**config.mk**
```make
export PLATFORM = sky130hd
export DESIGN_NAME = bram_log_ctrl
export DESIGN_NICKNAME = d
export VERILOG_FILES = /design/src/rtl/bram_log_ctrl.sv
export SDC_FILE = /design/constraint.sdc
export NUM_CORES = 1
export LEC_CHECK = 0
export BUFFER_PORTS_ARGS = -buffer_cell sky130_fd_sc_hd__buf_4
export CAP_MARGIN = 30
export CORE_ASPECT_RATIO = 0.8
export CORE_MARGIN = 8
export CORE_UTILIZATION = 40
export CTS_BUF_LIST = sky130_fd_sc_hd__clkbuf_8
export CTS_CLUSTER_DIAMETER = 150
export DETAILED_ROUTE_END_ITERATION = 12
export PLACE_DENSITY = 0.67
export SETUP_SLACK_MARGIN = 0.4
export SYNTH_ARGS = -nofsm -noshare
export SYNTH_HDL_FRONTEND = slang
export SYNTH_SLANG_ARGS = --single-unit
```
**constraint.sdc**
```tcl
create_clock -name clk -period 3.39 [get_ports clk]
set_input_delay 0.8475 -clock clk [delete_from_list [all_inputs] [get_ports clk]]
set_output_delay 0.8475 -clock clk [all_outputs]
set_load 0.01 [all_outputs]
```
**src/rtl/bram_log_ctrl.sv**
```systemverilog
// bram_log_ctrl: fills a single-port logging BRAM with valid samples on a run edge, then serves processor reads
//
// Ports:
//   clk, i_rst                  clock, asynchronous active-high reset
//   i_run_log                   run request level; a rising edge starts (or restarts) logging
//   i_read_log, i_addr_log      processor read enable level and read address
//   i_data, i_data_valid        sample to log and its one-word-per-cycle strobe
//   o_bram_en/we/addr/wdata     registered BRAM port drive
//   i_bram_rdata                BRAM read data, one cycle after en/addr
//   o_data_log, o_data_vld      registered read result and its one-cycle update pulse
//   o_mem_full, o_busy          memory full flag and logging-in-progress flag
module bram_log_ctrl #(
    parameter int BRAM_ADDR_WIDTH = 15,
    parameter int BRAM_DATA_WIDTH = 16
) (
    input  logic                       clk,
    input  logic                       i_rst,
    input  logic                       i_run_log,
    input  logic                       i_read_log,
    input  logic [BRAM_ADDR_WIDTH-1:0] i_addr_log,
    input  logic [BRAM_DATA_WIDTH-1:0] i_data,
    input  logic                       i_data_valid,
    output logic                       o_bram_en,
    output logic                       o_bram_we,
    output logic [BRAM_ADDR_WIDTH-1:0] o_bram_addr,
    output logic [BRAM_DATA_WIDTH-1:0] o_bram_wdata,
    input  logic [BRAM_DATA_WIDTH-1:0] i_bram_rdata,
    output logic [BRAM_DATA_WIDTH-1:0] o_data_log,
    output logic                       o_data_vld,
    output logic                       o_mem_full,
    output logic                       o_busy
);
    typedef enum logic [1:0] {IDLE, LOG, FULL} state_t;
    state_t state, state_n;
    logic [BRAM_ADDR_WIDTH-1:0] cnt, cnt_n, wa, addr_n;
    logic [BRAM_DATA_WIDTH-1:0] wdata_n;
    logic run_q, start, en_n, we_n, rd_n, rd_p1, rd_p2;

    assign start      = i_run_log & ~run_q;
    assign wa         = start ? '0 : cnt;
    assign o_busy     = state == LOG;
    assign o_mem_full = state == FULL;

    always_comb begin
        state_n = state;
        cnt_n   = cnt;
        en_n    = 1'b0;
        we_n    = 1'b0;
        rd_n    = 1'b0;
        addr_n  = o_bram_addr;
        wdata_n = o_bram_wdata;
        case (state)
            LOG: begin
                // a restart rewinds to address 0 and still keeps this cycle's sample
                cnt_n = wa;
                if (i_data_valid) begin
                    en_n    = 1'b1;
                    we_n    = 1'b1;
                    addr_n  = wa;
                    wdata_n = i_data;
                    cnt_n   = wa + 1'b1;
                    if (&wa) state_n = FULL;
                end
            end
            default: begin
                if (start) begin
                    state_n = LOG;
                    cnt_n   = '0;
                end else if (i_read_log) begin
                    en_n   = 1'b1;
                    addr_n = i_addr_log;
                    rd_n   = 1'b1;
                end
            end
        endcase
    end

    always_ff @(posedge clk or posedge i_rst) begin
        if (i_rst) begin
            state        <= IDLE;
            cnt          <= '0;
            run_q        <= 1'b0;
            o_bram_en    <= 1'b0;
            o_bram_we    <= 1'b0;
            o_bram_addr  <= '0;
            o_bram_wdata <= '0;
            rd_p1        <= 1'b0;
            rd_p2        <= 1'b0;
            o_data_vld   <= 1'b0;
            o_data_log   <= '0;
        end else begin
            state        <= state_n;
            cnt          <= cnt_n;
            run_q        <= i_run_log;
            o_bram_en    <= en_n;
            o_bram_we    <= we_n;
            o_bram_addr  <= addr_n;
            o_bram_wdata <= wdata_n;
            // rd_p1: read on the BRAM port, rd_p2: BRAM data now valid
            rd_p1        <= rd_n;
            rd_p2        <= rd_p1;
            o_data_vld   <= rd_p2;
            if (rd_p2) o_data_log <= i_bram_rdata;
        end
    end
endmodule

```
==> out/qor.txt, run 1 <==
Share of the synthesized area in the top cell type - 60.3%
WHS - 353 ps
Wire length per cell - 15.2 um
CTS tree - yes
Syn Inst Count - 270
Routed vias - 2262
Max stage delay on crit path - 520 ps
VDD IR max - 0.000214 V
Largest family of logic cells by synthesized area - simple AND/OR/NAND/NOR gates
Reg clk slew, reported paths - 70 ps
Final setup violating endpoints - 0
Clk sinks - 70
Layout cell share with drive strength beyond 1 - 41.4%
Synthesized area - 2910 um2
Startpoint Class - primary input
Number of vias per cell - 4.82
Total gr overflow - 0
Outcome - finished clean
EDFF count, synth - 0
Top delay family on crit path - simple AND/OR/NAND/NOR gates
Distinct cell type count after synthesis - 32
Final Skew - 4.53 ps
Reg area - 1750 um2
Synth Area in Adders - 0.430%
Layout Nets - 430
Critical path buffers and inverters - 3
Final wirelength - 7.14 mm
First-pass GRT wire length - 12.1 mm
Most used DFF post-synth - dfrtp_1
TritonCTS buffer count - 9
Area growth syn-to-layout - 38.1%
Setup Buffers After CTS - 0
Count leader, synth - nand2_1
Final worst path period share - 65.3%
Hold Vio Cnt, Final - 0
Clk Latency, worst-skew pair - 340 ps
Hold buffers post-CTS - 0
Final setup TNS - 0 ps
Area leader, netlist - dfrtp_1
Post-synth top cells - nand2_1, dfrtp_1, mux2_2, o21ai_0, clkbuf_1
RSZ-0062 raised after global routing - no
WS Path Type - in -> reg
P_int - 1550 uW
Leak - 0.00201 uW
Largest net degree at the start of global routing - 63
Complex-gate fraction of the synthesized area - 5.85%
Worst path slowest cell - or4_1
Width of the die - 111 um
Total track usage - 14.5%
# IOs - 104
Area occupied by multi-input gates - 1080 um2
Dpl cells - 453
MaxCap Viol Count - 0
Detail Route Antenna Nets - 0
Maximum buffer depth of the clock tree - 2
Starting DRC count in detailed routing - 124
FMAX - 452 MHz
Filler cells - 633
Antenna violations before repair - 0
Root Driver - clkbuf_8
Synth warnings - 0
DRC - 0
Worst slew pin tran - 775 ps
GP Congestion - 0.862
Logic pwr share - 16.0%
Reg power frac - 47.2%
Diodes inserted - 0
Post-synthesis average cell area - 10.8 um2
Vert. Die Dim - 92.2 um
Synth Area in Simple Gates - 17.3%
H-Tree Depth - 3
Synth Area in XOR/XNOR - 3.01%
Post-route minimum period - 2210 ps
Worst path cell trace - buf_4 -> nand3b_1 -> buf_4 -> inv_1 -> nand4_1 -> or4_1 -> a21oi_1
Clock share of power - 36.8%
Critical path required time - 3650 ps
Ys async rst share - 100%
PostCTS Resize Cnt - 0
Count of input and output buffers - 103
Hold Path Class - reg -> reg
Slew Limit Fails - 0
Net Count, Synth - 323
Util after Layout - 57.7%
CP max FO - 19
Sw Ratio - 24.9%
Slew margin rel. - 48.3%
First-pass detailed-route iteration total - 4
Row count - 27
Fin cells - 469
Vias in the first global route - 2406
CP Capture Type - register
Post-synthesis mux area share - 10.4%
Starting Density - 41.8%
Die area - 10300 um2
P_sw - 514 uW
Total power - 2060 uW
Core area - 6960 um2
Power Density - 514 nW/um2
Sequential fraction of the synthesis area - 60.3%
Largest cells by area after synthesis - dfrtp_1, nand2_1, mux2_2
Final HPWL DP - 5.43 mm
Register bit count reported by yosys - 70
Arrival @ worst endpoint - 2480 ps
Crit-path most repeated cell - buf_4
==> power by group through the flow <==
stage	clock network [uW]	registers, uW	logic (uW)
2_1_floorplan	0	1010	119
3_3_place_gp	0	987	331
3_5_place_dp	0	987	338
4_1_cts	781	973	338
5_1_grt	822	986	366
6_report	760	973	330
==> layout by cell type (no fill, tap or decap), drive strengths merged <==
cell type	Yosys	routed
mux2	26	26
o31ai	1	1
o22a	1	1
mux2i	1	1
buf	2	109
ha	1	1
or4	1	1
nand3	3	3
a22oi	5	5
nand3b	1	1
a31oi	1	1
a21oi	3	3
bufinv	0	2
nor2	5	5
or3	5	5
xnor2	3	3
xor2	7	7
nand2b	2	2
nor2b	2	2
clkinvlp	0	1
and3	1	1
clkbuf	11	11
nand4	4	4
o21ai	19	19
nand2	81	81
dfrtp	70	70
or4b	1	1
clkinv	0	2
nor3	3	3
nand4b	1	1
nor4	2	2
inv	7	7
==> layout make-up <==
type,instances,area share [%]
inverters,7,0.654
clock inverters,5,2.03
clock buffers,11,3.77
repair buffers,109,20.4
flip-flops and latches,70,43.6
well taps,87,2.71
multi-input cells,180,26.8
==> state kept, by name, summed over array words and instances, names as in the netlist <==
name / count
o_data_vld: 1
state: 2
o_bram_wdata: 16
run_q: 1
cnt: 15
rd_p2: 1
o_data_log: 16
o_bram_en: 1
o_bram_addr: 15
o_bram_we: 1
rd_p1: 1
==> layer usage <==
layer  vias to the layer above  routed length, um  share of wire [%]  global-route usage [%]
met4                         0                 77                1.1                    4.98
met1                      1040               3510                 49                    19.3
met2                        99               2990                 42                    20.3
met5                         -                  0                  0                       0
met3                         6                562                7.9                    6.51
li1                       1117                  -                  -                       -
==> per-stage QoR <==
step / cell area, um2 / setup slack (ps)
detailed placement: 3780 / 819
CTS: 4020 / 1180
global route: 4020 / 993
finish: 4020 / 1180
global placement: 3780 / 862
floorplan: 2910 / 774
==> path summary, 6_finish.rpt <==
path                                 end  slack, ps         start  depth (start not counted)
setup / recovery                 cnt[11]       1180  i_data_valid                          7
hold / removal                     rd_p2        350         rd_p1                          0
setup reg to reg                 cnt[11]       1270      state[1]                          6
hold reg to reg                    rd_p2        350         rd_p1                          0
max in group asynchronous         cnt[9]       1980         i_rst                          3
min in group asynchronous  o_data_log[0]        400         i_rst                          2
==> logic make-up (layout without fill, tap and decap cells) <==
group / Yosys count / after routing
adders and majority gates: 1 / 1
muxes: 27 / 27
DFF: 70 / 70
and+or+nand+nor: 112 / 112
xor gates and xnor gates: 10 / 10
buffers and inverters: 20 / 132
AOI/OAI and AO/OA: 30 / 30
Power figures use the tool's default switching activity.
==> run 2: changes to the inputs <==
Clock period 3.39 ns to 2.25 ns, I/O delays scaled along.
==> run 2 against run 1 <==
First-iteration DRC count down 21%. Largest cell class unchanged. Worst setup slack worse by 680 ps. Total power up 57%.
==> out/qor.txt, run 2 (synthesis results as in run 1) <==
VDD IR max - 0.000430 V (was 0.000214 V)
P_int - 2410 uW (was 1550 uW)
RSZ-0062 raised after global routing - yes (was no)
Layout cell share with drive strength beyond 1 - 44.9% (was 41.4%)
Antenna violations before repair - 0 (unchanged)
MaxCap Viol Count - 0 (unchanged)
Most frequent cells in the layout - buf_4, nand2_1, dfrtp_1, mux2_2, o21ai_0 (unchanged)
Fin cells - 472 (was 469)
P_sw - 823 uW (was 514 uW)
CTS tree - yes (unchanged)
H-Tree Depth - 3 (unchanged)
Commonest non-fill, non-tap cell in the layout - buf_4 (unchanged)
Worst slew pin tran - 637 ps (was 775 ps)
Power Density - 782 nW/um2 (was 514 nW/um2)
Final worst path period share - 78.1%
Area occupied by multi-input gates - 1140 um2 (was 1080 um2)
Core area - 6960 um2 (unchanged)
Hold Path Class - in -> async (was reg -> reg)
Slew margin rel. - 57.5% (was 48.3%)
Filler cells - 609 (was 633)
Number of vias per cell - 4.83 (was 4.82)
Maximum buffer depth of the clock tree - 2 (unchanged)
Largest registers - o_bram_wdata: 16 flops, o_data_log: 16 flops (unchanged)
Final HPWL DP - 5.53 mm (was 5.43 mm)
Vias in the first global route - 2285 (was 2406)
Final setup TNS - 0 ps (unchanged)
Total track usage - 14.6% (was 14.5%)
Worst path cell trace - nand2b_4 -> nand2_4 -> inv_2 -> ha_4 -> nand4b_1 -> buf_4 -> nor2_1 -> nand4_1 -> o22a_1 (was buf_4 -> nand3b_1 -> buf_4 -> inv_1 -> nand4_1 -> or4_1 -> a21oi_1)
Reg clk slew, reported paths - 80 ps (was 70 ps)
Die area - 10300 um2 (unchanged)
Area growth syn-to-layout - 42.3% (was 38.1%)
Reg power frac - 45.5% (was 47.2%)
Diodes inserted - 0 (unchanged)
Max stage delay on crit path - 400 ps (was 520 ps)
GP Congestion - 0.823 (was 0.862)
WS Path Type - reg -> reg (was in -> reg)
Util after Layout - 59.4% (was 57.7%)
Layout Nets - 433 (was 430)
Vert. Die Dim - 92.2 um (unchanged)
Post-Place Cell Area - 3870 um2 (was 3780 um2)
Worst path slowest cell - dfrtp_1 (was or4_1)
Leak - 0.00204 uW (was 0.00201 uW)
Outcome - finished clean (unchanged)
Wire length per cell - 15.4 um (was 15.2 um)
Sw Ratio - 25.4% (was 24.9%)
Clk Latency, worst-skew pair - 340 ps (about the same)
Starting Density - 41.8% (unchanged)
CP max FO - 6 (was 19)
Critical path required time - 2480 ps (was 3650 ps)
Post-route minimum period - 1760 ps
Slew Limit Fails - 0 (unchanged)
Arrival @ worst endpoint - 1980 ps (was 2480 ps)
Final setup violating endpoints - 0 (unchanged)
DRC - 0 (unchanged)
Clock share of power - 38.0% (was 36.8%)
TritonCTS buffer count - 9 (unchanged)
Final wirelength - 7.29 mm (was 7.14 mm)
Root Driver - clkbuf_8 (unchanged)
Startpoint Class - register (was primary input)
Clk sinks - 70 (unchanged)
Count of input and output buffers - 103 (unchanged)
Width of the die - 111 um (unchanged)
Routed vias - 2278 (was 2262)
First-pass GRT wire length - 12.1 mm (about the same)
Final WS setup - 494 ps (was 1180 ps)
Total gr overflow - 0 (unchanged)
Row count - 27 (unchanged)
Fin area - 4140 um2 (was 4020 um2)
Reg area - 1750 um2 (about the same)
Hold Vio Cnt, Final - 0 (unchanged)
Logic pwr share - 16.4% (was 16.0%)
Largest net degree at the start of global routing - 29 (was 63)
Starting DRC count in detailed routing - 98 (was 124)
First-pass detailed-route iteration total - 4 (unchanged)
FMAX - 569 MHz
# IOs - 104 (unchanged)
Detail Route Antenna Nets - 0 (unchanged)
Dpl ws - 177 ps (was 819 ps)
CP Capture Type - register (unchanged)
Final Skew - 8.51 ps (was 4.53 ps)
Dpl cells - 455 (was 453)
-- run 2: path summary, 6_finish.rpt --
path | from | to | slack, ps | cells after the start
max | run_q | state[0] | 490 | 9
min | i_rst | o_bram_addr[9] | 260 | 2
max reg2reg | run_q | state[0] | 490 | 9
min reg2reg | rd_p1 | rd_p2 | 360 | 0
max in group asynchronous | i_rst | o_bram_addr[12] | 1460 | 3
min in group clk | rd_p1 | rd_p2 | 360 | 0
-- run 2: metal layers --
layer / vias up / part of all wire [%] / track usage (%)
met5: - / 0 / 0
met4: 0 / 1.2 / 4.98
met3: 7 / 8.3 / 5.92
met2: 83 / 44 / 20.9
met1: 1062 / 47 / 19.6
li1: 1126 / - / -
-- run 2: worst max-delay path, delay by kind of cell (launching register included) --
| kind | cells | cell delay (ps) |
|---|---|---|
| simple gates | 5 | 640 |
| flops | 1 | 400 |
| buf+inv | 2 | 250 |
| compound gates | 1 | 210 |
| fa+ha+maj | 1 | 130 |
-- run 2: final cells by class --
cell class                 count  area share [%]
inverter                       7           0.726
tap                           87            2.63
timing repair buffer         112            20.6
sequential                    70            42.4
multi-input combinational    180            27.7
clock inverter                 7            2.93
clock buffer                   9            3.00
-- run 2: repair_timing --
item / 4_1_cts / 5_1_grt
pin swaps: 1 / 0
gates cloned: 0 / 0
resized for setup: 2 / 4
endpoints found under the setup margin: 3 / 14
buffers inserted: 1 / 0
hold buffers: 0 / 0
-- run 2: power by group through the flow --
stage / combinational (uW) / clock (uW) / sequential [uW]
after floorplan: 201 / 0 / 1530
after global placement: 528 / 0 / 1490
after detailed placement: 543 / 0 / 1500
after CTS: 546 / 1280 / 1470
after global routing: 590 / 1320 / 1490
final: 532 / 1230 / 1470
-- run 2: metrics by stage --
stage	power, uW	hold slack, ps
finish	3230	256
global route	3400	282
CTS	3290	255
detailed placement	2040	340
global placement	2020	335
floorplan	1730	331
